`config.mk`:
```
export PLATFORM = sky130hd
export DESIGN_NAME = dcache_ctrl_flat
export DESIGN_NICKNAME = d
export VERILOG_FILES = /design/src/rtl/dcache_if.sv /design/src/rtl/dcache_ctrl.sv /design/src/flat_wrapper.sv
export SDC_FILE = /design/constraint.sdc
export NUM_CORES = 2
export LEC_CHECK = 0
export ABC_AREA = 0
export CORE_ASPECT_RATIO = 1.1
export CORE_MARGIN = 2
export CORE_UTILIZATION = 25
export DETAILED_ROUTE_END_ITERATION = 12
export PLACE_DENSITY_LB_ADDON = 0.2
export SLEW_MARGIN = 5
export SYNTH_ARGS = -nofsm -noshare
export SYNTH_HDL_FRONTEND = slang
export SYNTH_SLANG_ARGS = --single-unit
```
`constraint.sdc`:
```
create_clock -name clk_i -period 8.4 [get_ports clk_i]
set_input_delay 2.52 -clock clk_i [delete_from_list [all_inputs] [get_ports clk_i]]
set_output_delay 2.52 -clock clk_i [all_outputs]
set_load 0.1 [all_outputs]
```
`src/rtl/dcache_if.sv`:
```
// CPU-side and memory-side signals of the data cache, bundled for port connection.
// slave = the cache itself, master = the pipeline plus memory that surround it.
interface dcache_if;
  logic         cpu_req_i;
  logic         cpu_we_i;
  logic [31:0]  cpu_addr_i;
  logic [31:0]  cpu_wdata_i;
  logic [31:0]  cpu_rdata_o;
  logic         cpu_stall_o;
  logic         mem_req_o;
  logic         mem_we_o;
  logic [31:0]  mem_addr_o;
  logic [127:0] mem_wdata_o;
  logic [127:0] mem_rdata_i;
  logic         mem_ack_i;

  modport slave (
    input  cpu_req_i, cpu_we_i, cpu_addr_i, cpu_wdata_i, mem_rdata_i, mem_ack_i,
    output cpu_rdata_o, cpu_stall_o, mem_req_o, mem_we_o, mem_addr_o, mem_wdata_o
  );

  modport master (
    output cpu_req_i, cpu_we_i, cpu_addr_i, cpu_wdata_i, mem_rdata_i, mem_ack_i,
    input  cpu_rdata_o, cpu_stall_o, mem_req_o, mem_we_o, mem_addr_o, mem_wdata_o
  );
endinterface

```
`src/rtl/dcache_ctrl.sv`:
```
// Direct-mapped write-back, write-allocate data cache with 128-bit line refill/write-back.
// Optional hit/miss counters are enabled by defining DCACHE_STATS_EN.
module dcache_ctrl #(
  parameter int LINES = 16
) (
  input  logic        clk_i,
  input  logic        rst_i,
  dcache_if.slave     bus
`ifdef DCACHE_STATS_EN
  ,
  output logic [31:0] hit_cnt_o,
  output logic [31:0] miss_cnt_o
`endif
);
  localparam int INDEX_W = $clog2(LINES);
  localparam int TAG_W   = 28 - INDEX_W;

  typedef enum logic [1:0] {IDLE, WRITEBACK, REFILL} state_t;

  state_t             state_q, state_d;
  logic [LINES-1:0]   valid_q, dirty_q;
  logic [TAG_W-1:0]   tag_mem  [LINES];
  logic [127:0]       data_mem [LINES];

  logic               mem_req_q, mem_req_d;
  logic               mem_we_q, mem_we_d;
  logic [31:0]        mem_addr_q, mem_addr_d;
  logic [127:0]       mem_wdata_q, mem_wdata_d;

  logic [INDEX_W-1:0] idx;
  logic [TAG_W-1:0]   tag;
  logic [1:0]         word;
  logic [127:0]       line;
  logic               hit;
  logic               stall, store_hit, refill_done, miss_start;

  assign idx  = bus.cpu_addr_i[4 +: INDEX_W];
  assign tag  = bus.cpu_addr_i[31 -: TAG_W];
  assign word = bus.cpu_addr_i[3:2];
  assign line = data_mem[idx];
  assign hit  = valid_q[idx] && (tag_mem[idx] == tag);

  assign bus.cpu_rdata_o = hit ? line[{word, 5'b0} +: 32] : 32'h0;
  assign bus.cpu_stall_o = stall;
  assign bus.mem_req_o   = mem_req_q;
  assign bus.mem_we_o    = mem_we_q;
  assign bus.mem_addr_o  = mem_addr_q;
  assign bus.mem_wdata_o = mem_wdata_q;

  // NOTE: every output of this block gets a default first so no path leaves it unassigned (no latch).
  always_comb begin
    state_d     = state_q;
    mem_req_d   = mem_req_q;
    mem_we_d    = mem_we_q;
    mem_addr_d  = mem_addr_q;
    mem_wdata_d = mem_wdata_q;
    stall       = 1'b0;
    store_hit   = 1'b0;
    refill_done = 1'b0;
    miss_start  = 1'b0;
    unique case (state_q)
      IDLE: begin
        if (bus.cpu_req_i) begin
          if (hit) begin
            store_hit = bus.cpu_we_i;
          end else begin
            stall      = 1'b1;
            miss_start = 1'b1;
            mem_req_d  = 1'b1;
            if (valid_q[idx] && dirty_q[idx]) begin
              state_d     = WRITEBACK;
              mem_we_d    = 1'b1;
              mem_addr_d  = {tag_mem[idx], idx, 4'b0};
              mem_wdata_d = line;
            end else begin
              state_d     = REFILL;
              mem_we_d    = 1'b0;
              mem_addr_d  = {tag, idx, 4'b0};
              mem_wdata_d = '0;
            end
          end
        end
      end
      WRITEBACK: begin
        stall = 1'b1;
        // The CPU address is held while stalled, so the refill target is still on the bus.
        if (bus.mem_ack_i) begin
          state_d     = REFILL;
          mem_we_d    = 1'b0;
          mem_addr_d  = {tag, idx, 4'b0};
          mem_wdata_d = '0;
        end
      end
      REFILL: begin
        stall = 1'b1;
        if (bus.mem_ack_i) begin
          state_d     = IDLE;
          refill_done = 1'b1;
          mem_req_d   = 1'b0;
          mem_addr_d  = '0;
        end
      end
      default: state_d = IDLE;
    endcase
  end

  // NOTE: sequential state uses non-blocking assignments so all registers update from pre-edge values.
  always_ff @(posedge clk_i) begin
    if (rst_i) begin
      state_q     <= IDLE;
      valid_q     <= '0;
      dirty_q     <= '0;
      mem_req_q   <= 1'b0;
      mem_we_q    <= 1'b0;
      mem_addr_q  <= '0;
      mem_wdata_q <= '0;
    end else begin
      state_q     <= state_d;
      mem_req_q   <= mem_req_d;
      mem_we_q    <= mem_we_d;
      mem_addr_q  <= mem_addr_d;
      mem_wdata_q <= mem_wdata_d;
      if (refill_done) begin
        valid_q[idx] <= 1'b1;
        dirty_q[idx] <= 1'b0;
      end else if (store_hit) begin
        dirty_q[idx] <= 1'b1;
      end
    end
  end

  // NOTE: tag/data arrays carry no reset; cleared valid bits make their contents irrelevant.
  always_ff @(posedge clk_i) begin
    if (!rst_i) begin
      if (refill_done) begin
        data_mem[idx] <= bus.mem_rdata_i;
        tag_mem[idx]  <= tag;
      end else if (store_hit) begin
        data_mem[idx][{word, 5'b0} +: 32] <= bus.cpu_wdata_i;
      end
    end
  end

`ifdef DCACHE_STATS_EN
  logic        after_refill_q;
  logic [31:0] hit_cnt_q, miss_cnt_q;

  // The completion cycle right after a refill is the tail of a miss, not a fresh hit.
  always_ff @(posedge clk_i) begin
    if (rst_i) begin
      after_refill_q <= 1'b0;
      hit_cnt_q      <= '0;
      miss_cnt_q     <= '0;
    end else begin
      after_refill_q <= refill_done;
      if (state_q == IDLE && bus.cpu_req_i && hit && !after_refill_q && hit_cnt_q != 32'hFFFF_FFFF)
        hit_cnt_q <= hit_cnt_q + 32'd1;
      if (miss_start && miss_cnt_q != 32'hFFFF_FFFF)
        miss_cnt_q <= miss_cnt_q + 32'd1;
    end
  end

  assign hit_cnt_o  = hit_cnt_q;
  assign miss_cnt_o = miss_cnt_q;
`endif
endmodule

```
`src/flat_wrapper.sv`:
```
// flat-port wrapper written by rule: the top's interface ports become plain ports
module dcache_ctrl_flat 
#(
  parameter int LINES = 16
)
  (clk_i, rst_i, bus_cpu_req_i, bus_cpu_we_i, bus_cpu_addr_i, bus_cpu_wdata_i, bus_mem_rdata_i, bus_mem_ack_i, bus_cpu_rdata_o, bus_cpu_stall_o, bus_mem_req_o, bus_mem_we_o, bus_mem_addr_o, bus_mem_wdata_o);
  dcache_if bus_i ();
  input  logic clk_i;
  input  logic rst_i;
  input wire logic [$bits(bus_i.cpu_req_i)-1:0] bus_cpu_req_i;
  input wire logic [$bits(bus_i.cpu_we_i)-1:0] bus_cpu_we_i;
  input wire logic [$bits(bus_i.cpu_addr_i)-1:0] bus_cpu_addr_i;
  input wire logic [$bits(bus_i.cpu_wdata_i)-1:0] bus_cpu_wdata_i;
  input wire logic [$bits(bus_i.mem_rdata_i)-1:0] bus_mem_rdata_i;
  input wire logic [$bits(bus_i.mem_ack_i)-1:0] bus_mem_ack_i;
  output wire logic [$bits(bus_i.cpu_rdata_o)-1:0] bus_cpu_rdata_o;
  output wire logic [$bits(bus_i.cpu_stall_o)-1:0] bus_cpu_stall_o;
  output wire logic [$bits(bus_i.mem_req_o)-1:0] bus_mem_req_o;
  output wire logic [$bits(bus_i.mem_we_o)-1:0] bus_mem_we_o;
  output wire logic [$bits(bus_i.mem_addr_o)-1:0] bus_mem_addr_o;
  output wire logic [$bits(bus_i.mem_wdata_o)-1:0] bus_mem_wdata_o;
  assign bus_i.cpu_req_i = bus_cpu_req_i;
  assign bus_i.cpu_we_i = bus_cpu_we_i;
  assign bus_i.cpu_addr_i = bus_cpu_addr_i;
  assign bus_i.cpu_wdata_i = bus_cpu_wdata_i;
  assign bus_i.mem_rdata_i = bus_mem_rdata_i;
  assign bus_i.mem_ack_i = bus_mem_ack_i;
  assign bus_cpu_rdata_o = bus_i.cpu_rdata_o;
  assign bus_cpu_stall_o = bus_i.cpu_stall_o;
  assign bus_mem_req_o = bus_i.mem_req_o;
  assign bus_mem_we_o = bus_i.mem_we_o;
  assign bus_mem_addr_o = bus_i.mem_addr_o;
  assign bus_mem_wdata_o = bus_i.mem_wdata_o;
  dcache_ctrl #(.LINES(LINES)) u_core (.clk_i(clk_i), .rst_i(rst_i), .bus(bus_i));
endmodule
```
---- Word-level counts from Yosys, hierarchy flattened ----
Memories as Yosys holds them, arrays and structs flattened.
Index checks and enable logic that the tools add are counted.
storage, ports and cells
  register bits ........................... 196
  RAM bits ................................ 2432
  bits of input ports ..................... 197
  word-level logic and storage cells ...... 344
  memories kept ........................... 2
memory list
  memory           words  width  rd ports  clocked after memory_dff  wr ports  RTL line           RTL
  u_core.data_mem  16     128    1         0                         1         dcache_ctrl.sv:23  logic [127:0] data_mem [LINES];
  u_core.tag_mem   16     24     1         0                         1         dcache_ctrl.sv:22  logic [TAG_W-1:0] tag_mem [LINES];
operators by class
  $add $sub $neg .......................... 1
  $lt $le $gt $ge ......................... 2
  equality and inequality tests ........... 7
  shifts and indexed selects .............. 3
  muxes and demuxes ....................... 177
  bitwise operators ....................... 132
  reduce and logical (&&, ||, !) cells .... 13
operators with widths
  cell                        count
  $mux W128                   5
  $pmux W128 S2               1
  $mux W32                    6
  $mux W1                     150
  $or A1 B1 Y1                128
  $shift A32 B9 Y128 const A  1
  $shiftx A128 B8 Y32         1
  $shiftx A32 B9 Y128         1
  $pmux W32 S3                1
  $mux W16                    2
  $or A16 B16 Y16             2
  $eq A24 B24 Y1              1
  $and A16 B16 Y16            1
  $not A16 Y16                1
  $reduce_and A4 Y1           3
  $mux W2                     5
  $neg A7 Y9                  1
  $bmux W1 S4                 2
  $ne A2 B2 Y1 const B        4
  $pmux W1 S2                 3
  $pmux W2 S3                 1
  $reduce_bool A2 Y1          3
  $lt A4 B5 Y1 const B        1
  $reduce_and A5 Y1           1
  other kinds (8)             10

---- Longest topological paths before layout ----
  depth in word-level cells ............... 11
  gate-level depth with buffers ........... 16
  mapped depth without buffers ............ 9

---- Least setup slack after synthesis ----
No wires, ideal clock.
  kind .................................... input -> output
  start ................................... input bus_cpu_addr_i[4]
  end ..................................... output bus_cpu_rdata_o[10]
  arrival time ............................ 6.472 ns
  slack ................................... -0.592 ns
  stages .................................. 12
  buffers on the path ..................... 8
  path through ............................ buf_2 > buf_6 > buf_4 > buf_4 > buf_4 > buf_2 > buf_2 > buf_1 > mux4_2 > mux4_2 > mux4_2 > and2_1
between the ends
  word-level cells in the longest chain between the ends .. 4
  elaborated cells on any way between the ends .. 8
RTL lines
  item                                                                      RTL line            RTL
  start: declaration                                                        flat_wrapper.sv:12  input wire logic [$bits(bus_i.cpu_addr_i)-1:0] bus_cpu_addr_i;
  parallel branches: the longest is 3 deep, another holds $mem_v2 Z16 W128  --
  $mux W32 *                                                                dcache_ctrl.sv:43   assign bus.cpu_rdata_o = hit ? line[{word, 5'b0} +: 32] : 32'h0;
  end: declaration                                                          flat_wrapper.sv:16  output wire logic [$bits(bus_i.cpu_rdata_o)-1:0] bus_cpu_rdata_o;
Every way passes the cells marked *. The select of a mux whose other input is x is not followed.

---- Worst setup path in the final report ----
  start ................................... input bus_cpu_addr_i[4]
  end ..................................... output bus_cpu_rdata_o[3]
Same word-level chain as after synthesis.

==> flow_metrics.py <==
metrics = {
    "grt": {
        "grt_pass1_vias": 56420,
        "antenna_found_initial": 56,
        "grt_max_degree": 68,
        "overflow": 0,
        "grt_pass1_wl_um": 482300,
        "track_usage_pct": 16.66,
    },
    "detailed_routing": {
        "wl_met3_um": 20570,
        "vias_per_cell": 4.738,
        "first_pass_iters": 5,
        "vias": 54410,
        "drc": 0,
        "wl_per_cell_um": 31.07,
        "met1_length_um": 145700,
        "wl_um": 356800,
        "wl_met2_um": 175600,
        "drt_iter0_markers": 5108,
        "drtAntennaViolNets": 0,
        "top_layer_used": "met5",
    },
    "cts": {
        "clockBufferDepth": 4,
        "cts.sinks": 2624,
        "clkTransAtPathRegs_ns": 0.05,
        "htree_num_levels": 5,
        "cts_tree": "yes",
        "clkLatencyLatePin_ns": 0.95,
        "cts_buffers": 299,
        "root_buffer": "clkbuf_16",
    },
    "placement": {
        "dp.cells": 10910,
        "portBuffers": 385,
        "dp_hpwl_um": 233000,
        "gp_congestion": 0.8111,
        "placed_area_um2": 119500,
    },
    "layout": {
        "layout.cells.non_filler": 11480,
        "num-nets-final": 5955,
        "fill_cells": 39560,
        "syn2layout_area_growth_pct": 25.11,
        "multi_input_area_um2": 25860,
        "area.sequential_um2": 76870,
        "fin_util_pct": 31.44,
        "final_area_um2": 129500,
        "drive_gt1_share_pct": 31.80,
    },
    "hold_path": {
        "hold_path_class": "flop to flop",
        "hold_path_end": "u_core.valid_q[4]$_SDFFE_PP0P_",
        "min_path_cells": 1,
        "hold_path.startpoint": "u_core.valid_q[4]$_SDFFE_PP0P_",
    },
    "die": {
        "pin_count": 392,
        "die_w_um": 617.6,
        "die_h_um": 678.9,
        "num_rows": 247,
        "die_area_um2": 419300,
        "start_util_pct": 25.13,
        "core_area_um2": 412000,
    },
    "setup_path": {
        "r2r_cells": 10,
        "reg2reg_slack_ns": 3.41,
        "startpoint_type": "input pin",
        "timing.rr.start": "u_core.tag_mem[10][21]$_DFFE_PP_",
        "end_kind": "primary output",
        "required_ns": 5.88,
        "cp_max_fo": 17,
        "timing.rr.end": "u_core.data_mem[11][126]$_DFFE_PP_",
        "path_class": "input pin to primary output",
        "worstPathArrival_ns": 5.78,
    },
    "pwr": {
        "switching_share_pct": 23.34,
        "clkPwrFrac_pct": 43.8,
        "pwr-share-seq_pct": 48.6,
        "finalPower_w": 0.02957,
        "power.internal_w": 0.02267,
        "comb_power_share_pct": 7.6,
        "vdd_drop_max_mv": 0.1569,
        "power.leakage_nw": 41.28,
        "p_switching_w": 0.006902,
        "power_density_nw_per_um2": 228.3,
    },
    "sta": {
        "worst_slew_pin_slew_ns": 1.227,
        "period_needed_ns": 8.302,
        "tns_ns": 0,
        "fin_skew_ns": 0.09149,
        "setup_viol": 0,
        "min_period_over_period_pct": 98.84,
        "max-slew-margin-rel_pct": 15.87,
        "maxSlewViolCount": 0,
        "report.final.hold_viol_count": 0,
        "fmax_mhz": 120.5,
    },
    "logic_synthesis": {
        "seq_area_frac_synth_pct": 74.25,
        "async_flop_share_pct": 0,
        "avgSynthCellArea_um2": 21.19,
        "synth_top_area_cell": "edfxtp_1",
        "syn-cell-area_um2": 103500,
        "synth-edff-count": 2432,
        "synthFlopType": "edfxtp_1",
        "yosysWarnings": 0,
        "yosysUniqueCellTypes": 71,
        "ys_top_cells_by_area": "edfxtp_1, mux4_2, dfxtp_1, mux2i_1, a22o_1",
        "postSynthCellCount": 4885,
        "synth_seq_cells": 2624,
        "netlist.area_leader.share_pct": 70.54,
    },
    "job": {
        "maxCapViolCount": 0,
    },
    "status": {
        "status": "completed",
    },
}
power groups by stage:
stage	Clock, W	Combinational, W	Sequential [W]
finish	0.0130	0.00225	0.0144
global placement	0	0.00225	0.0146
global route	0.0137	0.00236	0.0144
detailed placement	0	0.00227	0.0146
floorplan	0	0.00101	0.0148
CTS	0.0133	0.00228	0.0144
logic make-up (layout without fill, tap and decap cells):
| group | after synthesis | count (layout) | synth area share [%] |
|---|---|---|---|
| AO/OA/AOI/OAI | 436 | 436 | 3.425 |
| XOR/XNOR | 37 | 37 | 0.3130 |
| adder cells (fa/ha/maj) | 9 | 9 | 0.1088 |
| buffers and inverters | 408 | 1510 | 1.715 |
| flip-flops | 2624 | 2624 | 74.25 |
| multiplexers | 931 | 931 | 18.23 |
| other | 1 | 19 | 0.003622 |
| AND/OR/NAND/NOR | 439 | 439 | 1.948 |
per-layer routing:
metal  vias up  GRT usage [%]
met2      1786          28.24
met3       463          2.875
met4         8          6.104
li1      22280              -
met5         -              0
met1     29870          21.31
flip-flops by register name (all words and copies together) (netlist names), named ones only:
name	count
u_core.bus.mem_req_o	1
u_core.state_q	2
u_core.data_mem	2048
u_core.tag_mem	384
u_core.valid_q	16
u_core.bus.mem_wdata_o	128
u_core.bus.mem_addr_o	28
u_core.bus.mem_we_o	1
worst max-delay path: stages:
cell and delay (ns):
buf_16 0.17, buf_4 0.15, mux4_2 0.48, nand2_1 0.10
a21oi_1 0.10, o41a_1 0.48, nor4_2 0.31, nand4_1 0.26
nor3_4 0.39, buf_12 0.18, buf_16 0.16, and2_4 0.20
buf_12 0.17
cell type report:
class / count / area share (%)
Antenna cell: 15 / 0.02898
Clock buffer: 394 / 6.268
Clock inverter: 148 / 1.186
Inverter: 92 / 0.2772
Multi-Input combinational cell: 1856 / 19.97
Sequential cell: 2624 / 59.35
Tap cell: 5478 / 5.292
Timing Repair Buffer: 876 / 7.630
cell usage in the layout (no fill, tap or decap), types with 22 or more instances in the layout:
cell / instances
a22o_1: 131
nor2_1: 64
inv_1: 87
nand2_1: 144
clkinv_1: 45
mux4_2: 762
clkinv_2: 49
nor2_4: 78
and2_4: 32
buf_12: 189
mux2i_1: 141
a221oi_1: 23
clkdlybuf4s50_1: 342
o21ai_0: 22
dfxtp_1: 192
clkbuf_1: 75
buf_4: 335
a31o_1: 60
edfxtp_1: 2432
o21a_1: 66
clkbuf_16: 306
Yosys cell counts (all sizes together) (14+ instances only):
library cell and instances:
a221oi 23, dfxtp 192, a22o 131, o21ai 23, a21oi 15, mux2 17, nor2 142, mux2i 152
mux4 762, inv 92, xnor2 23, edfxtp 2432, nand2 144, a31o 64, nor3 27, clkbuf 190
o21a 66, buf 126, and2 40, a22oi 20, nand3b 14, nand3 19, xor2 14
timing repair:
item                       4_1_cts  5_1_grt
pin swaps                        3        4
hold buffers                     0        0
buffers inserted                 3       10
gates resized for setup         10       20
setup endpoints to repair       33       33
how the worst max path moves through the flow:
stage	start	slack [ns]	end	cells past startpoint
2_1_floorplan	bus_cpu_addr_i[4]	0.007	bus_cpu_rdata_o[25]	12
3_3_place_gp	bus_cpu_addr_i[4]	-0.53	bus_cpu_rdata_o[3]	16
6_report	bus_cpu_addr_i[4]	0.1	bus_cpu_rdata_o[3]	13
3_5_place_dp	bus_cpu_addr_i[4]	-0.51	bus_cpu_rdata_o[3]	14
4_1_cts	bus_cpu_addr_i[4]	0.006	bus_cpu_rdata_o[3]	15
5_1_grt	bus_cpu_addr_i[4]	-0.02	bus_cpu_rdata_o[3]	13
stage by stage:
stage	setup WS (ns)	hold slack [ns]
finish	0.09779	0.4518
detailed placement	-0.5077	0.4369
global placement	-0.5323	0.4306
global route	-0.01990	0.4588
floorplan	0.006858	0.4211
CTS	0.005552	0.4504
Power figures use the tool's default switching activity.
